### src/rtl/gpmc_reg_bank.sv
// gpmc_reg_bank: register bank behind gpmc_sync. It holds the ID, the output
// port and the input sampling with sticky edge flags (W1C, per-bit polarity).
// It also drives a level interrupt and holds a block of scratch registers.
// All state resets synchronously when rst_n is low at a clock edge.
module gpmc_reg_bank #(
  parameter int                    ADDR_WIDTH  = 5,
  parameter int                    DATA_WIDTH  = 16,
  parameter int                    IN_WIDTH    = 2,
  parameter int                    OUT_WIDTH   = 4,
  parameter int                    NUM_SCRATCH = 8,
  parameter logic [DATA_WIDTH-1:0] ID_VALUE    = 16'hBE1E
) (
  input  logic                  clk,
  input  logic                  rst_n,
  input  logic                  cs,
  input  logic                  we,
  input  logic                  oe,
  input  logic [ADDR_WIDTH-1:0] address,
  input  logic [DATA_WIDTH-1:0] wdata,
  output logic [DATA_WIDTH-1:0] rdata,
  input  logic [IN_WIDTH-1:0]   in_port,
  output logic [OUT_WIDTH-1:0]  out_port,
  output logic                  irq
);

  localparam logic [ADDR_WIDTH-1:0] A_ID    = ADDR_WIDTH'(0);
  localparam logic [ADDR_WIDTH-1:0] A_OUT   = ADDR_WIDTH'(1);
  localparam logic [ADDR_WIDTH-1:0] A_IN    = ADDR_WIDTH'(2);
  localparam logic [ADDR_WIDTH-1:0] A_FLAGS = ADDR_WIDTH'(3);
  localparam logic [ADDR_WIDTH-1:0] A_POL   = ADDR_WIDTH'(4);
  localparam logic [ADDR_WIDTH-1:0] A_IEN   = ADDR_WIDTH'(5);

  // One extra address bit so the scratch upper bound never wraps.
  localparam logic [ADDR_WIDTH:0] SCR_LO = (ADDR_WIDTH+1)'(8);
  localparam logic [ADDR_WIDTH:0] SCR_HI = (ADDR_WIDTH+1)'(8 + NUM_SCRATCH);
  localparam int                  SW     = (NUM_SCRATCH > 1) ? $clog2(NUM_SCRATCH) : 1;

  logic                  wr_stb;
  logic                  rd_stb;
  logic [ADDR_WIDTH:0]   addr_ext;
  logic                  scr_hit;
  logic [SW-1:0]         scr_idx;

  logic [OUT_WIDTH-1:0]  out_reg;
  logic [IN_WIDTH-1:0]   pol_reg;
  logic [IN_WIDTH-1:0]   ien_reg;
  logic [IN_WIDTH-1:0]   flags;
  logic [IN_WIDTH-1:0]   s1;
  logic [IN_WIDTH-1:0]   s2;
  logic [IN_WIDTH-1:0]   s3;
  logic [IN_WIDTH-1:0]   rise;
  logic [IN_WIDTH-1:0]   fall;
  logic [IN_WIDTH-1:0]   edge_hit;
  logic [IN_WIDTH-1:0]   flag_set;
  logic [IN_WIDTH-1:0]   flag_clr;
  logic [1:0]            arm_cnt;
  logic                  armed;
  logic [DATA_WIDTH-1:0] rd_val;
  logic [DATA_WIDTH-1:0] scratch [NUM_SCRATCH];

  // Both-low (we and oe) is neither a read nor a write.
  assign wr_stb = ~cs & ~we &  oe;
  assign rd_stb = ~cs &  we & ~oe;

  assign addr_ext = {1'b0, address};
  assign scr_hit  = (addr_ext >= SCR_LO) && (addr_ext < SCR_HI);
  assign scr_idx  = SW'(addr_ext - SCR_LO);

  assign out_port = out_reg;

  // Edge detection only looks at s2/s3, so changing POL on a static input
  // cannot create an edge.
  assign rise     = s2 & ~s3;
  assign fall     = ~s2 & s3;
  assign edge_hit = (rise & ~pol_reg) | (fall & pol_reg);
  assign armed    = (arm_cnt == 2'd0);
  assign flag_set = armed ? edge_hit : '0;
  assign flag_clr = (wr_stb && address == A_FLAGS) ? wdata[IN_WIDTH-1:0] : '0;

  // Control registers written by the host.
  always_ff @(posedge clk) begin
    if (!rst_n) begin
      out_reg <= '0;
      pol_reg <= '0;
      ien_reg <= '0;
    end else if (wr_stb) begin
      if (address == A_OUT) out_reg <= wdata[OUT_WIDTH-1:0];
      if (address == A_POL) pol_reg <= wdata[IN_WIDTH-1:0];
      if (address == A_IEN) ien_reg <= wdata[IN_WIDTH-1:0];
    end
  end

  // Scratch registers, full data width.
  always_ff @(posedge clk) begin
    if (!rst_n) begin
      for (int i = 0; i < NUM_SCRATCH; i++) scratch[i] <= '0;
    end else if (wr_stb && scr_hit) begin
      scratch[scr_idx] <= wdata;
    end
  end

  // Two-flop synchroniser plus history flop for edge detection.
  always_ff @(posedge clk) begin
    if (!rst_n) begin
      s1 <= '0;
      s2 <= '0;
      s3 <= '0;
    end else begin
      s1 <= in_port;
      s2 <= s1;
      s3 <= s2;
    end
  end

  // Arm timer: counts down the three clocks needed to fill s1..s3 after reset.
  always_ff @(posedge clk) begin
    if (!rst_n) begin
      arm_cnt <= 2'd3;
    end else if (!armed) begin
      arm_cnt <= arm_cnt - 2'd1;
    end
  end

  // Sticky flags: the clear is applied first, so a simultaneous set wins.
  always_ff @(posedge clk) begin
    if (!rst_n) begin
      flags <= '0;
    end else begin
      flags <= (flags & ~flag_clr) | flag_set;
    end
  end

  // Read mux over the current register contents.
  always_comb begin
    rd_val = '0;
    if (scr_hit) begin
      rd_val = scratch[scr_idx];
    end else begin
      case (address)
        A_ID:    rd_val = ID_VALUE;
        A_OUT:   rd_val = DATA_WIDTH'(out_reg);
        A_IN:    rd_val = DATA_WIDTH'(s2);
        A_FLAGS: rd_val = DATA_WIDTH'(flags);
        A_POL:   rd_val = DATA_WIDTH'(pol_reg);
        A_IEN:   rd_val = DATA_WIDTH'(ien_reg);
        default: rd_val = '0;
      endcase
    end
  end

  // Registered read data (zero when idle) and registered interrupt level.
  always_ff @(posedge clk) begin
    if (!rst_n) begin
      rdata <= '0;
      irq   <= 1'b0;
    end else begin
      rdata <= rd_stb ? rd_val : '0;
      irq   <= |(flags & ien_reg);
    end
  end

endmodule

### config.mk
export PLATFORM = sky130hd
export DESIGN_NAME = gpmc_reg_bank
export DESIGN_NICKNAME = d
export VERILOG_FILES = /design/src/rtl/gpmc_reg_bank.sv
export SDC_FILE = /design/constraint.sdc
export NUM_CORES = 1
export LEC_CHECK = 0
export CELL_PAD_IN_SITES_DETAIL_PLACEMENT = 1
export CELL_PAD_IN_SITES_GLOBAL_PLACEMENT = 2
export CORE_ASPECT_RATIO = 1.75
export CORE_MARGIN = 10
export CORE_UTILIZATION = 49
export CTS_BUF_LIST = sky130_fd_sc_hd__clkbuf_16
export CTS_CLUSTER_DIAMETER = 120
export DETAILED_ROUTE_END_ITERATION = 12
export DONT_BUFFER_PORTS = 1
export HOLD_SLACK_MARGIN = 0.05
export PLACE_DENSITY = 0.83
export SYNTH_ARGS = -nofsm -noshare
export SYNTH_HDL_FRONTEND = slang
export SYNTH_SLANG_ARGS = --single-unit
### constraint.sdc
create_clock -name clk -period 5.2 [get_ports clk]
set_clock_uncertainty 0.05 [all_clocks]
set_input_delay 0.78 -clock clk [delete_from_list [all_inputs] [get_ports clk]]
set_output_delay 0.78 -clock clk [all_outputs]
set_load 0.005 [all_outputs]
==> results.md <==
* IO Count at 49
* Synth Area in XOR/XNOR at 0.00123
* Element type at the critical path end: register
* Hpwl dp at 10.8 mm
* Max-slew headroom at 0.422
* Grt met3 use at 0.0490
* Post-CTS setup buffers at 0
* GRT Max-Usage Layer: met2
* Buffers added on ports at 0
* Clock tree from TritonCTS: built
* Worst setup path category: in2reg
* Critical Path Start Type: input port
* Post-Synth Simple-Gate Area at 0.177
* Final #Nets at 511
* Initial drt markers at 197
* Most common cell after layout, fill and taps aside: and2_1
* Most frequent cells in the layout: and2_1 (135), edfxtp_1 (128), dfxtp_1 (35)
* Die area at 0.0200 sq mm
* Compound-Gate Fraction of Synth Area at 0.0307
* FF+latch count, synth at 163
* # placed instances at 643
* Max Fclk at 0.312 GHz
* CTS H-tree lvls at 4
* First drt pass iteration count at 5
* DRC errors left at 0
* Max clock buf depth at 2
* FP Rows at 58
* Synth area leaders: edfxtp_1 (54%), and2_1 (12%), mux4_2 (10%)
* Netlist cell types at 38
* Fillers at 1,351
* GRT Util Overall at 0.179
* WP data required at 5.20 ns
* Hold_ws at 0.372 ns
* Critical-path maximum fanout at 17
* HP Class: in2reg
* Count of mapped cells out of synthesis at 485
* Initial antenna violation count at 0
* Status: finished clean
* Multiplexer share of the synthesized area at 0.128
* Post-synth ARST share at 0
* Final hold violation count at 0
* HP Start: rst_n
* Area delta synth->final at 9.48%
* Vias in the first global route at 4,443
* GR Util met2 at 0.329
* Layout cell share with drive strength beyond 1 at 0.158
* Sequential cell area fraction in the yosys report at 0.638
* Crit Reg-Reg Endpoint: rdata[13]
* Pwr/cell area at 358 mW/mm^2
* First-pass GRT wire length at 27.0 mm
* Post-Syn Area per Cell at 14.7 sq um
* Cts bufs inserted at 17
* Met1 Use GR at 0.183
* GPL Wtd Cong at 0.791
* Share of the synthesized area in the top cell type at 0.539
* Leak pwr at 2.76 nW
* ANT cells at 0
* Peak VDD IR at 259 uV
* FF-to-FF path depth at 2
* Core Util, Final at 0.546
* Most used DFF post-synth: edfxtp_1
* Most flop-heavy register: scratch
* Hold EP: arm_cnt[1]
* Final Worst Setup Slack at 2.00 ns
* Mapped Area at 0.00713 sq mm
* Largest net degree at the start of global routing at 48
* Total Neg Setup Slack at 0 ns
* Clock edge transition at the registers on the reported setup and hold paths at 0.06 ns
* Unrepaired setup endpoints after global routing: false
* WL/cell at 25.7 um
* Design Area, Final at 0.00780 sq mm
* Synthesized-area fraction occupied by adder cells at 0.00176
* Fin crit period at 3.20 ns
* Worst Setup Slack post-DPL at 1.54 ns
* # clock sinks at 163
* Worst slew pin tran at 0.867 ns
* Die height at 180 um
* # resized after CTS at 0
* Worst reg-to-reg setup slack at 3.77 ns
* Area leader, netlist: edfxtp_1
* Largest family of logic cells by synthesized area: simple AND/OR/NAND/NOR gates
* Critical R2R Launch: scratch[4][13]
* Initial Util at 0.499
* Vias at 3,897
* Total grt overflow at 0
* Final Non-Filler Cells at 675
* Vias per inst at 5.77
* Area of the core at 0.0143 sq mm
* Post-synth EDFFs at 128
* ANT nets after route at 0
* Clock Tree Root: clkbuf_16
* Overall power at 2.79 mW
* Worst path arrival time at 3.20 ns
* Final WL at 17.4 mm
* Cell area after placement at 0.00724 sq mm
* DIE WIDTH at 111 um
* Hold_buf cts at 0
* Max reg flops at 128
* Synth warn at 0
* Syn_nets at 514
* Hold Crit Depth at 1
* Pins Over Slew Limit at 0
* Tcrit/Tclk final at 0.616
* Max_cap viols at 0
* Final setup viols at 0
* Clock Latency Late Sink at 0.43 ns
==> cells by family (layout without fill, tap and decap cells) <==
group	after synthesis	count (layout)
AND/OR/NAND/NOR	203	203
AO/OA/AOI/OAI	33	33
buffers and inverters	33	43
multiplexers	51	51
XOR/XNOR	1	1
flip-flops	163	163
adder cells (fa/ha/maj)	1	1
==> synth_stat cells (3+ instances only) <==
cell	count
nand2b_1	4
mux2i_1	18
or3_1	3
nor2b_1	11
nor2_1	7
buf_1	3
nand2_1	21
nor2_4	6
nand3_1	4
and2_1	135
a221o_1	5
dfxtp_1	35
nor3_1	3
o21ai_0	12
buf_6	4
buf_2	12
edfxtp_1	128
clkbuf_1	8
a21oi_1	7
mux4_2	32
inv_1	5
==> critical path: stages <==
cell      delay [ns]
or3b_1          0.42
or3_1           0.60
nor3_4          0.63
nand2b_1        0.77
==> how the worst max path moves through the flow <==
stage | start | end | slack (ns) | cells past startpoint
after global placement | cs | scratch[0][10] | 1.74 | 4
after CTS | cs | scratch[0][15] | 1.97 | 4
after detailed placement | cs | scratch[0][10] | 1.54 | 4
after floorplan | cs | scratch[2][0] | 1.85 | 4
final | cs | scratch[0][0] | 2.00 | 4
after global routing | cs | scratch[0][15] | 1.83 | 4
==> routing by layer <==
metal	vias to the layer above	part of all wire	wire [um]
met5	-	0	0
met4	0	0.019	337
met3	28	0.056	978
met2	110	0.57	9970
met1	2000	0.35	6060
li1	1759	-	-
==> where the power goes <==
group	switching, mW	total, mW	internal, mW
clock network	0.508	1.19	0.681
registers	0.0207	1.48	1.46
logic	0.0579	0.121	0.0632
==> layout make-up <==
class	count	area (sq um)	share of cell area
clock inverter	14	109	0.0139
inverter	5	18.8	0.00241
tap	180	225	0.0289
multi-input combinational	289	2410	0.309
clock buffer	18	450	0.0577
timing repair buffer	6	45.0	0.00577
sequential	163	4540	0.582
No activity file was read; power rests on OpenSTA's default activity.
